===== src/rtl/bullet_manager.sv =====
// Bullet table for two tanks: allocates on fire edges, moves on frame_tick,
// retires off-screen bullets and reports hits on the opposing tank.
module bullet_manager #(
  parameter int TANK_NUM   = 2,
  parameter int ARRAY_SIZE = 8,
  parameter int IMG_SIZE   = 32,
  parameter int SPEED      = 4,
  parameter int COOLDOWN   = 15,
  parameter int SCREEN_W   = 640,
  parameter int SCREEN_H   = 480
) (
  input  logic                                       CLK,
  input  logic                                       Reset,
  input  logic                                       frame_tick,
  input  logic                                       fire1,
  input  logic                                       fire2,
  input  logic [9:0]                                 tank1_x,
  input  logic [9:0]                                 tank1_y,
  input  logic [9:0]                                 tank2_x,
  input  logic [9:0]                                 tank2_y,
  input  logic [2:0]                                 turret1_direction,
  input  logic [2:0]                                 turret2_direction,
  output logic [TANK_NUM-1:0][ARRAY_SIZE-1:0][31:0]  bullet_array,
  output logic                                       hit1,
  output logic                                       hit2
);

  localparam logic signed [10:0] LP_S    = SPEED[10:0];
  localparam logic signed [10:0] LP_W    = SCREEN_W[10:0];
  localparam logic signed [10:0] LP_H    = SCREEN_H[10:0];
  localparam logic        [10:0] LP_IMG  = IMG_SIZE[10:0];
  localparam logic        [9:0]  LP_HALF = IMG_SIZE[10:1];
  localparam logic        [3:0]  LP_CD   = COOLDOWN[3:0];

  logic [TANK_NUM-1:0][ARRAY_SIZE-1:0][31:0] r_tbl;
  logic [TANK_NUM-1:0][ARRAY_SIZE-1:0][31:0] w_tbl_nxt;
  logic [1:0][3:0] r_cd;
  logic [1:0][3:0] w_cd_nxt;
  logic [1:0]      r_fire_prev;
  logic            r_hit1;
  logic            r_hit2;
  logic [1:0]      w_fire;
  logic [1:0]      w_accept;
  logic [1:0]      w_free_ok;
  logic [1:0]      w_row_hit;
  logic [1:0][2:0] w_free_idx;
  logic [1:0][2:0] w_dir;
  logic [1:0][9:0] w_tx;
  logic [1:0][9:0] w_ty;
  logic [1:0][9:0] w_ox;
  logic [1:0][9:0] w_oy;
  logic [32:0]     w_mv;

  assign w_fire = {fire2, fire1};
  assign w_dir  = {turret2_direction, turret1_direction};
  assign w_tx   = {tank2_x, tank1_x};
  assign w_ty   = {tank2_y, tank1_y};
  assign w_ox   = {tank1_x, tank2_x};
  assign w_oy   = {tank1_y, tank2_y};

  // Returns {hit, new_entry}; an off-screen or hitting bullet comes back as an all-zero entry.
  function automatic logic [32:0] f_move(input logic [31:0] e, input logic [9:0] ox,
                                         input logic [9:0] oy);
    logic signed [10:0] dx;
    logic signed [10:0] dy;
    logic signed [10:0] nx;
    logic signed [10:0] ny;
    logic        [10:0] ux;
    logic        [10:0] uy;
    logic        [32:0] res;
    case (e[3:1])
      3'd0:    begin dx = 11'sd0; dy = -LP_S;  end
      3'd1:    begin dx = LP_S;   dy = -LP_S;  end
      3'd2:    begin dx = LP_S;   dy = 11'sd0; end
      3'd3:    begin dx = LP_S;   dy = LP_S;   end
      3'd4:    begin dx = 11'sd0; dy = LP_S;   end
      3'd5:    begin dx = -LP_S;  dy = LP_S;   end
      3'd6:    begin dx = -LP_S;  dy = 11'sd0; end
      3'd7:    begin dx = -LP_S;  dy = -LP_S;  end
      default: begin dx = 11'sd0; dy = 11'sd0; end
    endcase
    nx = $signed({1'b0, e[18:9]}) + dx;
    ny = $signed({1'b0, e[28:19]}) + dy;
    ux = $unsigned(nx);
    uy = $unsigned(ny);
    if ((nx < 11'sd0) || (ny < 11'sd0) || (nx >= LP_W) || (ny >= LP_H)) begin
      res = 33'd0;
    end else if ((ux >= {1'b0, ox}) && (ux < ({1'b0, ox} + LP_IMG)) &&
                 (uy >= {1'b0, oy}) && (uy < ({1'b0, oy} + LP_IMG))) begin
      res = {1'b1, 32'd0};
    end else begin
      res = {1'b0, 3'd0, uy[9:0], ux[9:0], e[8:0]};
    end
    return res;
  endfunction

  // Lowest free slot per row, judged on the registered (pre-tick) valid bits.
  always_comb begin
    w_free_ok  = 2'b00;
    w_free_idx = {3'd0, 3'd0};
    for (int t = 0; t < 2; t++) begin
      for (int s = ARRAY_SIZE - 1; s >= 0; s--) begin
        w_free_idx[t] = r_tbl[t][s][0] ? w_free_idx[t] : 3'(s);
        w_free_ok[t]  = w_free_ok[t] | ~r_tbl[t][s][0];
      end
    end
  end

  assign w_accept = w_fire & ~r_fire_prev & {(r_cd[1] == 4'd0), (r_cd[0] == 4'd0)} & w_free_ok;

  // Next table: spawn wins on its slot, otherwise valid slots move on a tick.
  always_comb begin
    w_tbl_nxt = r_tbl;
    w_row_hit = 2'b00;
    w_mv      = 33'd0;
    for (int t = 0; t < 2; t++) begin
      for (int s = 0; s < ARRAY_SIZE; s++) begin
        if (w_accept[t] && (w_free_idx[t] == 3'(s))) begin
          w_tbl_nxt[t][s] = {3'd0, w_ty[t] + LP_HALF, w_tx[t] + LP_HALF, 5'd0, w_dir[t], 1'b1};
        end else if (frame_tick && r_tbl[t][s][0]) begin
          w_mv            = f_move(r_tbl[t][s], w_ox[t], w_oy[t]);
          w_tbl_nxt[t][s] = w_mv[31:0];
          w_row_hit[t]    = w_row_hit[t] | w_mv[32];
        end else begin
          w_tbl_nxt[t][s] = r_tbl[t][s];
        end
      end
    end
  end

  // Cooldown: a successful shot reloads, otherwise each tick counts down to zero.
  always_comb begin
    w_cd_nxt = r_cd;
    for (int t = 0; t < 2; t++) begin
      if (w_accept[t]) begin
        w_cd_nxt[t] = LP_CD;
      end else if (frame_tick && (r_cd[t] != 4'd0)) begin
        w_cd_nxt[t] = r_cd[t] - 4'd1;
      end else begin
        w_cd_nxt[t] = r_cd[t];
      end
    end
  end

  // State and output registers.
  always_ff @(posedge CLK or posedge Reset) begin
    if (Reset) begin
      r_tbl       <= '0;
      r_cd        <= {4'd0, 4'd0};
      r_fire_prev <= 2'b00;
      r_hit1      <= 1'b0;
      r_hit2      <= 1'b0;
    end else begin
      r_tbl       <= w_tbl_nxt;
      r_cd        <= w_cd_nxt;
      r_fire_prev <= w_fire;
      r_hit1      <= w_row_hit[1];
      r_hit2      <= w_row_hit[0];
    end
  end

  assign bullet_array = r_tbl;
  assign hit1         = r_hit1;
  assign hit2         = r_hit2;

endmodule


===== config.mk =====
export PLATFORM = sky130hd
export DESIGN_NAME = bullet_manager
export DESIGN_NICKNAME = d
export VERILOG_FILES = /design/src/rtl/bullet_manager.sv
export SDC_FILE = /design/constraint.sdc
export NUM_CORES = 2
export LEC_CHECK = 0
export CAP_MARGIN = 20
export CORE_ASPECT_RATIO = 1.75
export CORE_MARGIN = 4
export CORE_UTILIZATION = 31
export DETAILED_ROUTE_END_ITERATION = 10
export HOLD_SLACK_MARGIN = 0.08
export MAX_ROUTING_LAYER = met4
export PLACE_DENSITY = 0.53
export REMOVE_ABC_BUFFERS = 1
export SKIP_LAST_GASP = 1
export SYNTH_ARGS = -nofsm -noshare
export SYNTH_HDL_FRONTEND = slang
export SYNTH_SLANG_ARGS = --single-unit

===== constraint.sdc =====
create_clock -name CLK -period 43.9 [get_ports CLK]
set_input_delay 8.78 -clock CLK [delete_from_list [all_inputs] [get_ports CLK]]
set_output_delay 8.78 -clock CLK [all_outputs]
set_load 0.005 [all_outputs]

# After elaboration in Yosys (flattened, before gate mapping)
# Memory sizes are Yosys's and may differ from the RTL's.
# Cells that the tools add are included.
[op_classes]
addsub = 42
magnitude_cmp = 128
eq_ne = 14
mux = 176
n_bitwise = 48
reduce_logical = 186
[op_table]
columns = ["operator", "n"]
rows = [
  ["2-to-1 mux 33 bit", 60],
  ["2-to-1 mux 32 bit", 32],
  ["2-to-1 mux 22 bit", 32],
  ["adder 11 bit", 32],
  [">= comparator 11 x 10 -> 1 bit", 32],
  ["< comparator 11 x 1 -> 1 bit (second input constant)", 32],
  ["< comparator 11 bit", 32],
  [">= comparator 11 x 10 -> 1 bit (second input constant)", 16],
  [">= comparator 11 bit (second input constant)", 16],
  ["logical AND 1 bit", 82],
  ["logical OR 1 bit", 48],
  ["2-to-1 mux 3 bit", 16],
  ["nonzero test 3 bit", 16],
  ["adder 10 x 6 -> 11 bit (second input constant)", 4],
  ["adder 10 x 5 -> 10 bit (second input constant)", 4],
  ["nonzero test 2 bit", 18],
  ["2-to-1 mux 1 bit", 32],
  ["AND reduction 2 bit", 16],
  ["bitwise OR 1 bit", 28],
  ["== test 3 bit (second input constant)", 8],
  ["2-to-1 mux 4 bit", 4],
  ["inverter 1 bit", 16],
  ["== test 3 x 2 -> 1 bit (second input constant)", 4],
  ["logical NOT 4 bit", 2],
  ["other kinds (6)", 12],
]
[totals]
regBits = 524
mem_bits_ro = 2304
in_bits = 51
output_inout_bits = 514
mem_count = 16
[memory_table]
columns = ["memory", "depth", "word_bits", "read_ports", "rd_ports_with_merged_regs", "wr", "line", "source"]
rows = [
  ["(name not given)", 8, 18, 1, 0, 0, "71", "case (e[3:1])"],
  ["(name not given)", 8, 18, 1, 0, 0, "71", ""],
  ["(name not given)", 8, 18, 1, 0, 0, "71", ""],
  ["(name not given)", 8, 18, 1, 0, 0, "71", ""],
  ["(name not given)", 8, 18, 1, 0, 0, "71", ""],
  ["(name not given)", 8, 18, 1, 0, 0, "71", ""],
  ["10 more memories", "-", "-", "-", "-", "-", "-", ""],
]

# Longest topological paths before layout
[logic_depth]
depth_word = 41
depth_mapped = 21
depth_no_buf = 19

# Worst setup path before layout
# OpenSTA, ideal clock, no wires.
[synth_timing]
path_type = "input-to-reg"
startpoint = "input tank1_x[4]"
endpoint = "register r_tbl, in the netlist bullet_array[494]"
setup_ns = 0.082
t_arrival_ns = 11.646
required_ns = 43.818
path_slack_ns = 32.172
stages = 13
n_path_buf = 2
path_cell_list = "clkbuf_1 -> inv_1 -> ha_1 -> and3_1 -> a31oi_1 -> a41oi_1 -> or4b_2 -> a21oi_1 -> nor4_1 -> nor4b_2 -> buf_2 -> nand3_1 -> a31oi_1"
[synth_between]
elab_chain_cells = 11
word_cells_on_any_way = 12
classes_between = "add/sub (1); order compare (2); mux (6); reduce/logical (3)"
[synth_rtl]
columns = ["element", "line", "source"]
rows = [
  ["start, declared", "17", "input logic [9:0] tank1_x,"],
  ["adder 10 x 6 -> 11 bit", "88", "end else if ((ux >= {1'b0, ox}) && (ux < ({1'b0, ox} + LP_IMG)) &&"],
  ["< comparator 11 bit", "88", ""],
  ["logical AND 1 bit (*) (2 in a row)", "88", ""],
  ["logical AND 1 bit (*)", "89", "(uy >= {1'b0, oy}) && (uy < ({1'b0, oy} + LP_IMG))) begin"],
  ["2-to-1 mux 33 bit (*)", "88", ""],
  ["2-to-1 mux 33 bit (*)", "86", "if ((nx < 11'sd0) || (ny < 11'sd0) || (nx >= LP_W) || (ny >= LP_H)) begin"],
  ["2-to-1 mux 33 bit (*)", "120", "end else if (frame_tick && r_tbl[t][s][0]) begin"],
  ["2-to-1 mux 33 bit (*)", "118", "if (w_accept[t] && (w_free_idx[t] == 3'(s))) begin"],
  ["2-to-1 mux 32 bit (*)", "120", ""],
  ["2-to-1 mux 32 bit (*)", "118", ""],
  ["end signal, assigned", "154", "r_tbl <= w_tbl_nxt;"],
  ["end, declared", "35", "logic [TANK_NUM-1:0][ARRAY_SIZE-1:0][31:0] r_tbl;"],
]
# Every way passes the cells marked *; elsewhere a longest branch is shown, timed or not. The select of a mux whose other input is x is not followed.
# A chain may end at the register's enable or synchronous reset.

# Worst setup path in the final report
[layout_timing]
startpoint = "input tank1_y[5]"
endpoint = "register r_tbl, in the netlist bullet_array[321]"
[layout_between]
elab_chain_cells = 5
word_cells_on_any_way = 7
classes_between = "add/sub (1); order compare (2); reduce/logical (4)"
[layout_rtl]
columns = ["element", "line", "source"]
rows = [
  ["start, declared", "18", "input logic [9:0] tank1_y,"],
  ["adder 10 x 6 -> 11 bit / >= comparator 11 x 10 -> 1 bit (equally long branches)", "89", ""],
  ["< comparator 11 bit / logical AND 1 bit (equally long branches)", "89, 88", ""],
  ["logical AND 1 bit (*)", "89", ""],
  ["nonzero test 3 bit (no line) (*)", "-", ""],
  ["AND reduction 2 bit (no line) (*)", "-", ""],
]
# Every way passes the cells marked *; elsewhere a longest branch is shown, timed or not.

==> run summary <==
Worst hold path stage count: 1
Synthesis-to-layout area growth: 20.0%
DP Wirelength: 154 mm
Synth Instances: 4823
Clk_skew: 0.0351 ns
TritonCTS Buffers: 47
Post-synth top cells: ha_1, dfrtp_1, a21oi_1
Pins Over Slew Limit: 0
Hold_buf cts: 0
Via count: 40900
Number of synthesized register bits: 396
CTS tree: done
CP Max Fanout: 16
Worst vdd ir: 0.0481 mV
Max Freq: 76.0 MHz
Fin crit period: 13.16 ns
Layout Utilization: 0.375
Root buffer cell: clkbuf_16
Die Y: 496 µm
Global route overflow: 0
Leak: 23.9 nW
Register area share after synthesis: 0.235
Number of global-route vias before repair: 40200
Num Clock Sinks: 396
Top cell type by total area after synthesis: ha_1
Post-Synth Adder-Cell Area: 0.252
Post-synth EDFFs: 0
Worst-Margin Slew: 1.15 ns
Drt total wl: 200 mm
Cells on worst reg2reg path: 17
CP Class: in2reg
First-pass DRT Iterations: 6
# resized after CTS: 0
Critical Path AT: 13.66 ns
Clk_lat worst skew: 0.65 ns
Slew headroom: 0.230
Port buffer count: 436
Fillers: 13800
Synth warnings: 0
Yosys cell types: 104
Syn_area_per_cell: 8.73 µm²
First-pass GRT wire length: 283 mm
Reg area: 9910 µm²
PD cells: 48.8 nW/µm²
Synth area leaders: ha_1, dfrtp_1, a21oi_1, o21ai_0, xnor2_1
Endpoints failing setup: 0
WP data required: 44.40 ns
Max cap viols: 0
Final TNS setup: 0 ns
Final hold viol count: 0
Std cell rows: 178
Most common cell in the netlist: ha_1
Drt via density: 5.74
Worst Hold Class: reg2reg
Initial antenna violation count: 10
Ys async rst share: 1.00
Post-Synth Simple-Gate Area: 0.150
Routed Antenna Nets: 0
Starting DRT DRC Count: 3036
Synth Area in Compound Gates: 0.251
# Post-CTS Setup Buffers: 0
GRT Resource Usage Total: 0.279
Outcome: finished clean
Setup crit start kind: input pin
Mux cell area share after synthesis: 0.00214
XOR/XNOR share of the synthesized area: 0.0468
Initial core utilization: 0.313
Largest net degree at the start of global routing: 102
H-tree levels: 2
Post-synth top area share: 0.238
Clock buffer depth: 3
DIE WIDTH: 287 µm
Ys flop type: dfrtp_1
Die area: 142000 µm²
Worst Setup End Kind: flop
Clock transition at path regs: 0.06 ns
Post-Syn Area: 42100 µm²
Drt wl/cell: 28.1 µm
# IOs: 565
Layout cells sized above 1: 0.0593
Unrepaired setup endpoints after global routing: no
Fin nets: 6151
Largest family of logic cells by synthesized area: adder cells
Final GP Congestion: 0.958
Core Region: 135000 µm²
DR DRC count: 0
Multi-input gate area: 30300 µm²
Final Cycle Share: 0.300
==> state kept, by name, indices dropped and copies added, names as in the netlist <==
name          cells
hit1              1
r_cd              8
bullet_array    384
hit2              1
r_fire_prev       2
==> worst max-delay path, stage by stage <==
cell and delay (ns):
clkdlybuf4s50_1 0.92, ha_1 0.56, xnor2_2 0.69, ha_1 0.38, a2111oi_0 0.48, a21oi_1 0.14
a2111oi_0 0.51, o311ai_0 0.27, nor2b_1 0.19, buf_4 0.19, nand2b_1 0.29, a22o_1 0.24
==> per-stage QoR <==
stage	power, mW	hold WS (ns)	cells	cell area [µm²]	setup slack [ns]
2_1_floorplan	1.41	0.490	4661	40900	24.11
3_3_place_gp	1.97	0.509	7015	48700	30.35
3_5_place_dp	1.99	0.515	7018	48700	30.30
4_1_cts	2.46	0.529	7105	50500	30.96
5_1_grt	2.64	0.551	7114	50500	30.59
6_report	2.47	0.529	7116	50500	30.74
==> logic make-up (layout without fill, tap and decap cells) <==
family / count (synthesis) / in the layout
AO/OA/AOI/OAI: 1581 / 1581
AND/OR/NAND/NOR: 1230 / 1230
adder cells (fa/ha/maj): 830 / 830
buffers and inverters: 551 / 909
flip-flops: 396 / 396
XOR/XNOR: 225 / 225
multiplexers: 9 / 9
other: 1 / 136
==> per-layer routing <==
layer	track usage	vias to the layer above	part of all wire
met5	-	-	0
met4	0.189	0	0.086
met3	0.0512	558	0.070
met2	0.471	1732	0.48
met1	0.299	19900	0.37
li1	-	18700	-
==> layout by cell type (no fill, tap or decap), drive strengths merged, types with 24 or more instances in the layout <==
cell type / instances
a22oi: 80
o31ai: 24
xor2: 58
and2: 43
a211o: 27
clkdlybuf4s50: 433
nand2b: 81
a21o: 121
nand3: 244
a22o: 91
clkbuf: 67
nor2b: 60
o21bai: 33
a31oi: 69
or2: 32
nand4: 33
a21oi: 381
o21a: 62
and3: 28
o211ai: 56
fa: 30
o21ai: 322
inv: 263
conb: 128
ha: 800
nand2: 241
nor2: 276
xnor2: 167
dfrtp: 396
a211oi: 88
buf: 126
o221ai: 26
nor3: 75
==> worst paths after layout <==
path / start / endpoint / slack, ns
max: tank1_y[5] / bullet_array[321]$_DFFE_PP0P_ / 30.74
min: bullet_array[147]$_DFFE_PP0P_ / bullet_array[147]$_DFFE_PP0P_ / 0.53
max reg2reg: bullet_array[258]$_DFFE_PP0P_ / bullet_array[258]$_DFFE_PP0P_ / 38.06
min reg2reg: bullet_array[147]$_DFFE_PP0P_ / bullet_array[147]$_DFFE_PP0P_ / 0.53
max in group asynchronous: Reset / bullet_array[225]$_DFFE_PP0P_ / 32.95
min in group asynchronous: Reset / bullet_array[274]$_DFFE_PP0P_ / 8.74
==> power breakdown <==
group | total [mW] | internal, mW | switching (mW) | leakage, nW
Sequential | 0.497 | 0.417 | 0.0803 | 5.40
Combinational | 1.50 | 0.618 | 0.887 | 17.7
Clock | 0.464 | 0.272 | 0.192 | 0.846
==> cell type report <==
cell class | instances | area share
tap | 1800 | 0.0446
sequential | 396 | 0.196
timing repair buffer | 560 | 0.105
multi-input combinational | 4003 | 0.600
clock buffer | 66 | 0.0273
antenna | 8 | 0.000396
inverter | 262 | 0.0196
clock inverter | 21 | 0.00706
(Power assumes the default switching activity.)
